[src/rtl/select_driver_if.sv]
`default_nettype none
//------------------------------------------------------------------------------
// Module : select_driver_if
// Brief  : Request/response handshake between an upstream requester and the
//          select_driver. The requester offers 1-bit steering decisions on a
//          valid/ready stream; the driver answers with a one-cycle done pulse
//          and the branch that completed.
// Rev    : 1.0  initial release
//------------------------------------------------------------------------------
interface select_driver_if;
  logic req_valid;
  logic req_sel;
  logic req_ready;
  logic done;
  logic done_branch;

  modport master (
    output req_valid,
    output req_sel,
    input  req_ready,
    input  done,
    input  done_branch
  );

  modport slave (
    input  req_valid,
    input  req_sel,
    output req_ready,
    output done,
    output done_branch
  );
endinterface
`default_nettype wire

[src/rtl/select_driver.sv]
`default_nettype none
//------------------------------------------------------------------------------
// Module : select_driver
// Brief  : Clocked front-end for a 2-phase select element. Each accepted
//          request drives the bundled steering value, issues one transition
//          on the select's event input, watches the synchronised true/false
//          outputs and reports completion before taking the next request.
// Option : SELECT_DRIVER_TIMEOUT_EN builds a WAIT-state timeout counter that
//          raises the sticky timeout flag (and err) after TIMEOUT_CYCLES.
// Rev    : 1.0  initial release
//------------------------------------------------------------------------------
module select_driver #(
  parameter int SYNC_STAGES    = 2,   // 2..4 flops per returned branch
  parameter int SETUP_CYCLES   = 1,   // edges sel_o is held before in_o toggles
  parameter int TIMEOUT_CYCLES = 255  // WAIT cycles before timeout is flagged
) (
  input  wire            clk,
  input  wire            rstn,
  select_driver_if.slave req,
  output logic           sel_o,
  output logic           in_o,
  input  wire            true_i,
  input  wire            false_i,
  output logic           err,
  output logic           timeout
);

  // Setup counter is loaded with SETUP_CYCLES-1 and counts down to zero.
  localparam int               c_scw        = (SETUP_CYCLES > 1) ? $clog2(SETUP_CYCLES) : 1;
  localparam logic [c_scw-1:0] c_setup_load = c_scw'(SETUP_CYCLES - 1);
  localparam logic [c_scw-1:0] c_setup_one  = c_scw'(1);

  typedef enum logic [1:0] {
    ST_IDLE  = 2'd0,
    ST_SETUP = 2'd1,
    ST_WAIT  = 2'd2
  } state_t;

  state_t r_state;
  state_t w_state_nxt;

  logic [c_scw-1:0]       r_cnt;
  logic [c_scw-1:0]       w_cnt_nxt;
  logic                   w_sel_nxt;
  logic                   w_in_nxt;
  logic                   w_done_nxt;

  logic                   r_done;
  logic                   r_done_branch;
  logic                   r_err;

  logic                   r_ph_t;
  logic                   r_ph_f;
  logic [SYNC_STAGES-1:0] r_sync_t;
  logic [SYNC_STAGES-1:0] r_sync_f;

  logic                   w_ts;
  logic                   w_fs;
  logic                   w_t_ev;
  logic                   w_f_ev;
  logic                   w_in_wait;
  logic                   w_sel_ev;
  logic                   w_bad_ev;
  logic                   w_to_hit;

  //----------------------------------------------------------------------------
  // Branch observation
  //----------------------------------------------------------------------------

  // Bring the asynchronous select outputs into the clock domain.
  always_ff @(posedge clk or negedge rstn) begin
    if (!rstn) begin
      r_sync_t <= '0;
      r_sync_f <= '0;
    end else begin
      r_sync_t <= {r_sync_t[SYNC_STAGES-2:0], true_i};
      r_sync_f <= {r_sync_f[SYNC_STAGES-2:0], false_i};
    end
  end

  assign w_ts = r_sync_t[SYNC_STAGES-1];
  assign w_fs = r_sync_f[SYNC_STAGES-1];

  // A 2-phase event is any difference between the synchronised level and the
  // phase last consumed on that branch.
  assign w_t_ev    = w_ts ^ r_ph_t;
  assign w_f_ev    = w_fs ^ r_ph_f;
  assign w_in_wait = (r_state == ST_WAIT);

  // Only the branch we steered to may complete a request, and only in WAIT.
  assign w_sel_ev  = w_in_wait & (sel_o ? w_t_ev : w_f_ev);

  // Any other transition is a protocol violation by the select element.
  assign w_bad_ev  = (w_t_ev & ~(w_in_wait &  sel_o)) |
                     (w_f_ev & ~(w_in_wait & ~sel_o));

  // Phase trackers consume every event, legal or not, so each transition is
  // reported exactly once.
  always_ff @(posedge clk or negedge rstn) begin
    if (!rstn) begin
      r_ph_t <= 1'b0;
      r_ph_f <= 1'b0;
    end else begin
      r_ph_t <= w_ts;
      r_ph_f <= w_fs;
    end
  end

  //----------------------------------------------------------------------------
  // Request FSM
  //----------------------------------------------------------------------------

  // State register.
  always_ff @(posedge clk or negedge rstn) begin
    if (!rstn) begin
      r_state <= ST_IDLE;
    end else begin
      r_state <= w_state_nxt;
    end
  end

  // Next state and next values of the registered outputs.
  always_comb begin
    w_state_nxt = r_state;
    w_cnt_nxt   = r_cnt;
    w_sel_nxt   = sel_o;
    w_in_nxt    = in_o;
    w_done_nxt  = 1'b0;
    case (r_state)
      ST_IDLE: begin
        if (req.req_valid) begin
          w_sel_nxt   = req.req_sel;
          w_cnt_nxt   = c_setup_load;
          w_state_nxt = ST_SETUP;
        end
      end
      ST_SETUP: begin
        if (r_cnt == '0) begin
          w_in_nxt    = ~in_o;
          w_state_nxt = ST_WAIT;
        end else begin
          w_cnt_nxt   = r_cnt - c_setup_one;
        end
      end
      ST_WAIT: begin
        if (w_sel_ev) begin
          w_done_nxt  = 1'b1;
          w_state_nxt = ST_IDLE;
        end
      end
      default: begin
        w_state_nxt = ST_IDLE;
      end
    endcase
  end

  // Registered outputs, setup counter and sticky error.
  always_ff @(posedge clk or negedge rstn) begin
    if (!rstn) begin
      r_cnt         <= '0;
      sel_o         <= 1'b0;
      in_o          <= 1'b0;
      r_done        <= 1'b0;
      r_done_branch <= 1'b0;
      r_err         <= 1'b0;
    end else begin
      r_cnt  <= w_cnt_nxt;
      sel_o  <= w_sel_nxt;
      in_o   <= w_in_nxt;
      r_done <= w_done_nxt;
      if (w_done_nxt) begin
        r_done_branch <= sel_o;
      end
      r_err  <= r_err | w_bad_ev | w_to_hit;
    end
  end

  //----------------------------------------------------------------------------
  // Optional WAIT timeout
  //----------------------------------------------------------------------------
`ifdef SELECT_DRIVER_TIMEOUT_EN
  localparam int               c_tcw  = $clog2(TIMEOUT_CYCLES + 1);
  localparam logic [c_tcw-1:0] c_tlim = c_tcw'(TIMEOUT_CYCLES);
  localparam logic [c_tcw-1:0] c_tone = c_tcw'(1);

  logic [c_tcw-1:0] r_wcnt;
  logic [c_tcw-1:0] w_wcnt_inc;
  logic             w_wait_entry;
  logic             r_timeout;

  // Saturating increment so a very long stall cannot wrap the count.
  always_comb begin
    w_wcnt_inc = r_wcnt;
    if (r_wcnt != '1) begin
      w_wcnt_inc = r_wcnt + c_tone;
    end
  end

  assign w_wait_entry = (r_state == ST_SETUP) && (w_state_nxt == ST_WAIT);
  assign w_to_hit     = w_in_wait && !w_sel_ev && (w_wcnt_inc >= c_tlim);

  // Count WAIT cycles since entry and latch the timeout flag.
  always_ff @(posedge clk or negedge rstn) begin
    if (!rstn) begin
      r_wcnt    <= '0;
      r_timeout <= 1'b0;
    end else begin
      if (w_wait_entry) begin
        r_wcnt <= '0;
      end else if (w_in_wait) begin
        r_wcnt <= w_wcnt_inc;
      end
      if (w_to_hit) begin
        r_timeout <= 1'b1;
      end
    end
  end

  assign timeout = r_timeout;
`else
  assign w_to_hit = 1'b0;
  // Constant low; TIMEOUT_CYCLES has no effect without the wait counter.
  assign timeout  = 1'b0 & (TIMEOUT_CYCLES > 0);
`endif

  //----------------------------------------------------------------------------
  // Handshake outputs
  //----------------------------------------------------------------------------
  assign req.req_ready   = (r_state == ST_IDLE);
  assign req.done        = r_done;
  assign req.done_branch = r_done_branch;
  assign err             = r_err;

  //----------------------------------------------------------------------------
  // Protocol properties
  //----------------------------------------------------------------------------

  // Bundled data: the steering value only moves on an acceptance edge.
  a_sel_stable: assert property (@(posedge clk) disable iff (!rstn)
    (r_state != ST_IDLE) |=> $stable(sel_o));

  // The event output only moves when leaving SETUP.
  a_in_single: assert property (@(posedge clk) disable iff (!rstn)
    (r_state != ST_SETUP) |=> $stable(in_o));

  // Completion is a single-cycle pulse.
  a_done_pulse: assert property (@(posedge clk) disable iff (!rstn)
    r_done |=> !r_done);

endmodule
`default_nettype wire

[src/flat_wrapper.sv]
// flat-port wrapper written by rule: the top's interface ports become plain ports
module select_driver_flat 
#(
  parameter int SYNC_STAGES    = 2,                                    
  parameter int SETUP_CYCLES   = 1,                                             
  parameter int TIMEOUT_CYCLES = 255                                          
)
  (clk, rstn, sel_o, in_o, true_i, false_i, err, timeout, req_req_valid, req_req_sel, req_req_ready, req_done, req_done_branch);
  select_driver_if req_i ();
  input  wire clk;
  input  wire rstn;
  output logic sel_o;
  output logic in_o;
  input  wire true_i;
  input  wire false_i;
  output logic err;
  output logic timeout;
  input wire logic [$bits(req_i.req_valid)-1:0] req_req_valid;
  input wire logic [$bits(req_i.req_sel)-1:0] req_req_sel;
  output wire logic [$bits(req_i.req_ready)-1:0] req_req_ready;
  output wire logic [$bits(req_i.done)-1:0] req_done;
  output wire logic [$bits(req_i.done_branch)-1:0] req_done_branch;
  assign req_i.req_valid = req_req_valid;
  assign req_i.req_sel = req_req_sel;
  assign req_req_ready = req_i.req_ready;
  assign req_done = req_i.done;
  assign req_done_branch = req_i.done_branch;
  select_driver #(.SYNC_STAGES(SYNC_STAGES), .SETUP_CYCLES(SETUP_CYCLES), .TIMEOUT_CYCLES(TIMEOUT_CYCLES)) u_core (.clk(clk), .rstn(rstn), .req(req_i), .sel_o(sel_o), .in_o(in_o), .true_i(true_i), .false_i(false_i), .err(err), .timeout(timeout));
endmodule
[config.mk]
export PLATFORM = sky130hd
export DESIGN_NAME = select_driver_flat
export DESIGN_NICKNAME = d
export VERILOG_FILES = /design/src/rtl/select_driver_if.sv /design/src/rtl/select_driver.sv /design/src/flat_wrapper.sv
export SDC_FILE = /design/constraint.sdc
export NUM_CORES = 1
export LEC_CHECK = 0
export BUFFER_PORTS_ARGS = -buffer_cell sky130_fd_sc_hd__buf_2
export CORE_AREA = 3 3 40 42
export CTS_CLUSTER_SIZE = 24
export DETAILED_ROUTE_END_ITERATION = 10
export DIE_AREA = 0 0 43 45
export HOLD_SLACK_MARGIN = 0.12
export PLACE_DENSITY = 0.63
export SLEW_MARGIN = 20
export SYNTH_ARGS = -nofsm -noshare
export SYNTH_HDL_FRONTEND = slang
export SYNTH_SLANG_ARGS = --single-unit
[constraint.sdc]
create_clock -name clk -period 1.4 [get_ports clk]
set_input_delay 0.07 -clock clk [delete_from_list [all_inputs] [get_ports clk]]
set_output_delay 0.07 -clock clk [all_outputs]
set_load 0.005 [all_outputs]
## Yosys cells after proc, flatten, opt, wreduce, memory -nomap -nowiden

Index checks and enable logic that the tools add are counted.

| operators by class | value |
|---|---|
| mux-type cells | 10 |
| $mul | 0 |
| $add $sub $neg | 1 |
| shift operators | 0 |
| divide/modulo/power cells | 0 |
| magnitude comparators | 0 |
| reductions and logical operators | 6 |
| bitwise gates (word level) | 14 |
| eq/ne operators | 5 |

Operators with widths:

| kind | number |
|---|---|
| $mux 2 | 3 |
| $ne 2x2->1 const B | 3 |
| $pmux 2 s3 | 1 |
| $reduce_and 2->1 | 3 |
| $and 1x1->1 | 5 |
| $mux 1 | 5 |
| $not 1->1 | 5 |
| $reduce_and 3->1 | 1 |
| $eq 2x1->1 const B | 1 |
| $eq 2x2->1 const B | 1 |
| $logic_not 2->1 | 1 |
| $or 1x1->1 | 2 |
| $pmux 1 s2 | 1 |
| $reduce_bool 2->1 | 1 |
| $xor 1x1->1 | 2 |
| $sub 1x1->1 const B | 1 |

| word-level totals | value |
|---|---|
| latch bits | 0 |
| memory bits (read-only) | 0 |
| bits in registers | 14 |
| logic and storage cells | 47 |
| memory bits (writable) | 0 |
| memories kept | 0 |
| bits of input ports | 6 |
| output and inout bits | 7 |

## Longest topological paths before layout

| depth | value |
|---|---|
| word-level depth | 6 |
| gate-level depth with buffers | 3 |
| gate-level depth less buffers | 3 |

## Least setup slack after synthesis

OpenSTA, ideal clock, no wires.

| path | value |
|---|---|
| kind | reg-to-reg |
| start | register u_core.r_state[0] |
| end | register u_core.sel_o |
| setup slack | 0.327 ns |
| setup time | 0.125 ns |
| buffers on the path | 0 |
| arrival | 0.948 ns |
| period minus slack after synthesis | 1.073 ns |
| required time | 1.275 ns |
| stages on the path, launching flop included | 4 |
| cell sequence | dfrtp_1 -> nor2_2 -> and2_4 -> mux2_4 |

| on the way | value |
|---|---|
| longest elaborated chain between the ends | 2 |

Ends and longest elaborated chain:

| item | line | text |
|---|---|---|
| start: declaration | select_driver.sv:39 | `state_t r_state;` |
| start signal: assignment | select_driver.sv:118 | `r_state <= w_state_nxt;` |
| $logic_not 2->1 | - |  |
| net req_req_ready | flat_wrapper.sv:20 | `output wire logic [$bits(req_i.req_ready)-1:0] req_req_ready;` |
| $reduce_and 2->1 (no source line) | - |  |
| end signal: assignment | select_driver.sv:168 | `sel_o <= w_sel_nxt;` |
| end: declaration | select_driver.sv:20 | `output logic sel_o,` |

The timed path passes the listed nets, and every way through them passes these cells.
A chain may end at the register's enable or synchronous reset.

## Worst setup path after layout

| path | value |
|---|---|
| start | register u_core.r_state[0] |
| end | register u_core.sel_o |

| on the way | value |
|---|---|
| longest elaborated chain between the ends | 2 |

Ends and longest elaborated chain:

| item | line | text |
|---|---|---|
| $logic_not 2->1 | select_driver.sv:129 | `case (r_state)` |
| $reduce_and 2->1 (no source line) | - |  |

No other way between the ends.

==> flow_metrics.env <==
export IMPL_fin_ws_ns=0.289
export IMPL_gp_congestion=0.648
export IMPL_start_kind="flop"
export IMPL_r2r_cells=3
export IMPL_grt_usage_pct=10.1
export IMPL_hold_ws_ns=0.186
export IMPL_finalCritPeriodShare_pct=79.3
export IMPL_syn_nets=41
export IMPL_pwr_share_seq_pct=50.9
export IMPL_swShare_pct=30.5
export IMPL_vias_per_cell=4.62
export IMPL_grt_busiest_layer="met2"
export IMPL_finalWirelength_um=755
export IMPL_areaGrowthSynthToFinish_pct=30.0
export IMPL_post_synth_top_area_fraction_pct=67.9
export IMPL_synth_seq_area_share_pct=67.9
export IMPL_path_clk_slew_ns=0.08
export IMPL_p_leak_uw=0.000294
export IMPL_reg2reg_slack_ns=0.29
export IMPL_synthCells=35
export IMPL_utilization_pct=48.5
export IMPL_num_fill_cells=127
export IMPL_clock_fmax_mhz=900
export IMPL_met1_usage_pct=8.93
export IMPL_ys_ff_latch=13
export IMPL_layout_nets=61
export IMPL_grt_pass1_wl_um=1290
export IMPL_drt_iter0_drc=1
export IMPL_yosysWarnings=0
export IMPL_p_int_uw=725
export IMPL_critPathKind="flop to flop"
export IMPL_synth_top_area_cell="dfrtp_1"
export IMPL_ios=13
export IMPL_dieArea_um2=1940
export IMPL_worstReg2RegStart="u_core.r_state[0]$_DFFE_PN0P_"
export IMPL_fin_skew_ns=0.00801
export IMPL_clkPwrFrac_pct=22.2
export IMPL_rr_endpoint="u_core.sel_o$_DFFE_PN0P_"
export IMPL_pwr_share_comb_pct=26.9
export IMPL_ant_nets=0
export IMPL_wire_per_inst_um=10.9
export IMPL_fp_coreArea_um2=1280
export IMPL_grt_pass1_vias=323
export IMPL_antenna_found_initial=0
export IMPL_cts_sinks=13
export IMPL_cap_violations=0
export IMPL_cts_root_buf="clkbuf_4"
export IMPL_crit_arrival_ns=1.28
export IMPL_drt_drc_violations_left=0
export IMPL_cts_buffers=3
export IMPL_grt_overflow=0
export IMPL_met3_usage_pct=7.17
export IMPL_grt_max_degree=14
export IMPL_critical_path_endpoint_type="flop"
export IMPL_setup_viol=0
export IMPL_worstSkewPairLatency_ns=0.28
export IMPL_cp_required_ns=1.57
export IMPL_rows=13
export IMPL_outcome="finished, final reports clean"
export IMPL_place_ws_ns=0.304
export IMPL_clockBufferDepth=2
export IMPL_final_hold_violation_count=0
export IMPL_switchingPower_uw=318
export IMPL_yosys_top_cells_area="dfrtp_1 (68%), xnor2_1 (5.5%), mux2_4 (3.1%)"
export IMPL_initial_utilization_pct=37.3
export IMPL_hp_class="input pin to asynchronous set/reset pin"
export IMPL_dp_hpwl_um=512
export IMPL_syn_area_per_cell_um2=13.7
export IMPL_drive_above_1_share_pct=33.3
export IMPL_dr_pass1_iters=2
export IMPL_grt_setup_unrepaired="false"
export IMPL_antenna_cells=0
export IMPL_top_regs="u_core.r_state (2), u_core.r_sync_f (2), u_core.r_sync_t (2)"
export IMPL_slew_violations=0
export IMPL_crit_fanout=4
export IMPL_fin_crit_ns=1.11
export IMPL_vias=319
export IMPL_vdd_drop_max_uv=857
export IMPL_synthDistinctLibCells=18
export IMPL_die_x_um=43
export IMPL_setup_tns_ns=0
export IMPL_htree_levels=1
export IMPL_portBuffers=11
export IMPL_die_h_um=45
export IMPL_netlist_area_um2=479
export IMPL_cellPowerDensity_nw_per_um2=1670
export IMPL_cts_tree="built"
export IMPL_use_met2_pct=16.2
## cell usage after synthesis
| cell | number |
|---|---|
| inv_1 | 1 |
| mux2_4 | 1 |
| o21ai_0 | 2 |
| conb_1 | 1 |
| o211ai_1 | 1 |
| buf_4 | 1 |
| and2_4 | 1 |
| nand2b_1 | 2 |
| mux2i_1 | 1 |
| nor4_1 | 1 |
| nand3b_1 | 1 |
| xor2_1 | 1 |
| nand2_1 | 2 |
| a31oi_1 | 1 |
| nor2b_1 | 1 |
| nor2_2 | 1 |
| xnor2_1 | 3 |
| dfrtp_1 | 13 |
## kinds of logic (layout without fill, tap and decap cells)
group / count (synthesis) / count (layout) / share of synthesized area, %
flops: 13 / 13 / 67.9
buf+inv: 2 / 21 / 2.35
compound gates: 4 / 4 / 4.96
xor+xnor: 4 / 4 / 7.31
mux: 2 / 2 / 5.22
other cells: 1 / 1 / 0.783
simple gates: 9 / 9 / 11.5
## area by class of cell
type | instances | area, um^2 | share of cell area, %
tap | 15 | 18.8 | 3.01
clock inverter | 1 | 5.00 | 0.803
sequential | 13 | 325 | 52.2
inverter | 1 | 3.75 | 0.602
clock buffer | 3 | 22.5 | 3.61
multi-input combinational | 20 | 143 | 22.9
timing repair buffer | 16 | 105 | 16.9
## layout by cell type (no fill, tap or decap), drive strengths merged
master       count
a31oi            1
and2             1
buf             11
clkbuf           3
clkinv           1
conb             1
dfrtp           13
dlygate4sd3      5
inv              1
mux2             1
mux2i            1
nand2            2
nand2b           2
nand3b           1
nor2             1
nor2b            1
nor4             1
o211ai           1
o21ai            2
xnor2            3
xor2             1
## power by group through the flow
| stage | registers, uW | clock network (uW) | logic (uW) |
|---|---|---|---|
| after floorplan | 535 | 0 | 163 |
| after global placement | 537 | 0 | 265 |
| after detailed placement | 540 | 0 | 269 |
| after CTS | 534 | 246 | 287 |
| after global routing | 543 | 270 | 306 |
| final | 531 | 232 | 281 |
## worst max-delay path, stage by stage, from the launching register on
cell	delay [ns]
dfrtp_1	0.42
nor2_2	0.13
and2_4	0.16
mux2_4	0.29
## per-layer routing
| metal | routed length [um] | vias to the layer above |
|---|---|---|
| met3 | 68 | 2 |
| li1 | - | 153 |
| met2 | 349 | 14 |
| met5 | 0 | - |
| met1 | 324 | 150 |
| met4 | 13 | 0 |
## worst max-delay path by stage
stage	slack [ns]	startpoint	to
after global placement	0.34	u_core.r_state[0]$_DFFE_PN0P_	u_core.sel_o$_DFFE_PN0P_
final	0.29	u_core.r_state[0]$_DFFE_PN0P_	u_core.sel_o$_DFFE_PN0P_
after CTS	0.28	u_core.r_state[0]$_DFFE_PN0P_	u_core.sel_o$_DFFE_PN0P_
after detailed placement	0.30	u_core.r_state[0]$_DFFE_PN0P_	u_core.sel_o$_DFFE_PN0P_
after global routing	0.22	u_core.r_state[0]$_DFFE_PN0P_	u_core.err$_DFF_PN0_
after floorplan	0.33	u_core.r_state[0]$_DFFE_PN0P_	u_core.sel_o$_DFFE_PN0P_
## metrics by stage
step                total power (uW)  area, um^2  instances
floorplan                        698         479         35
global placement                 803         546         60
detailed placement               809         546         60
CTS                             1070         623         69
global route                    1120         623         69
finish                          1040         623         69
## repair_timing
item,CTS,global route
resized for setup,0,0
endpoints found under the hold margin,17,0
buffers inserted,0,0
hold buffers,5,0
Power figures use the tool's default switching activity.
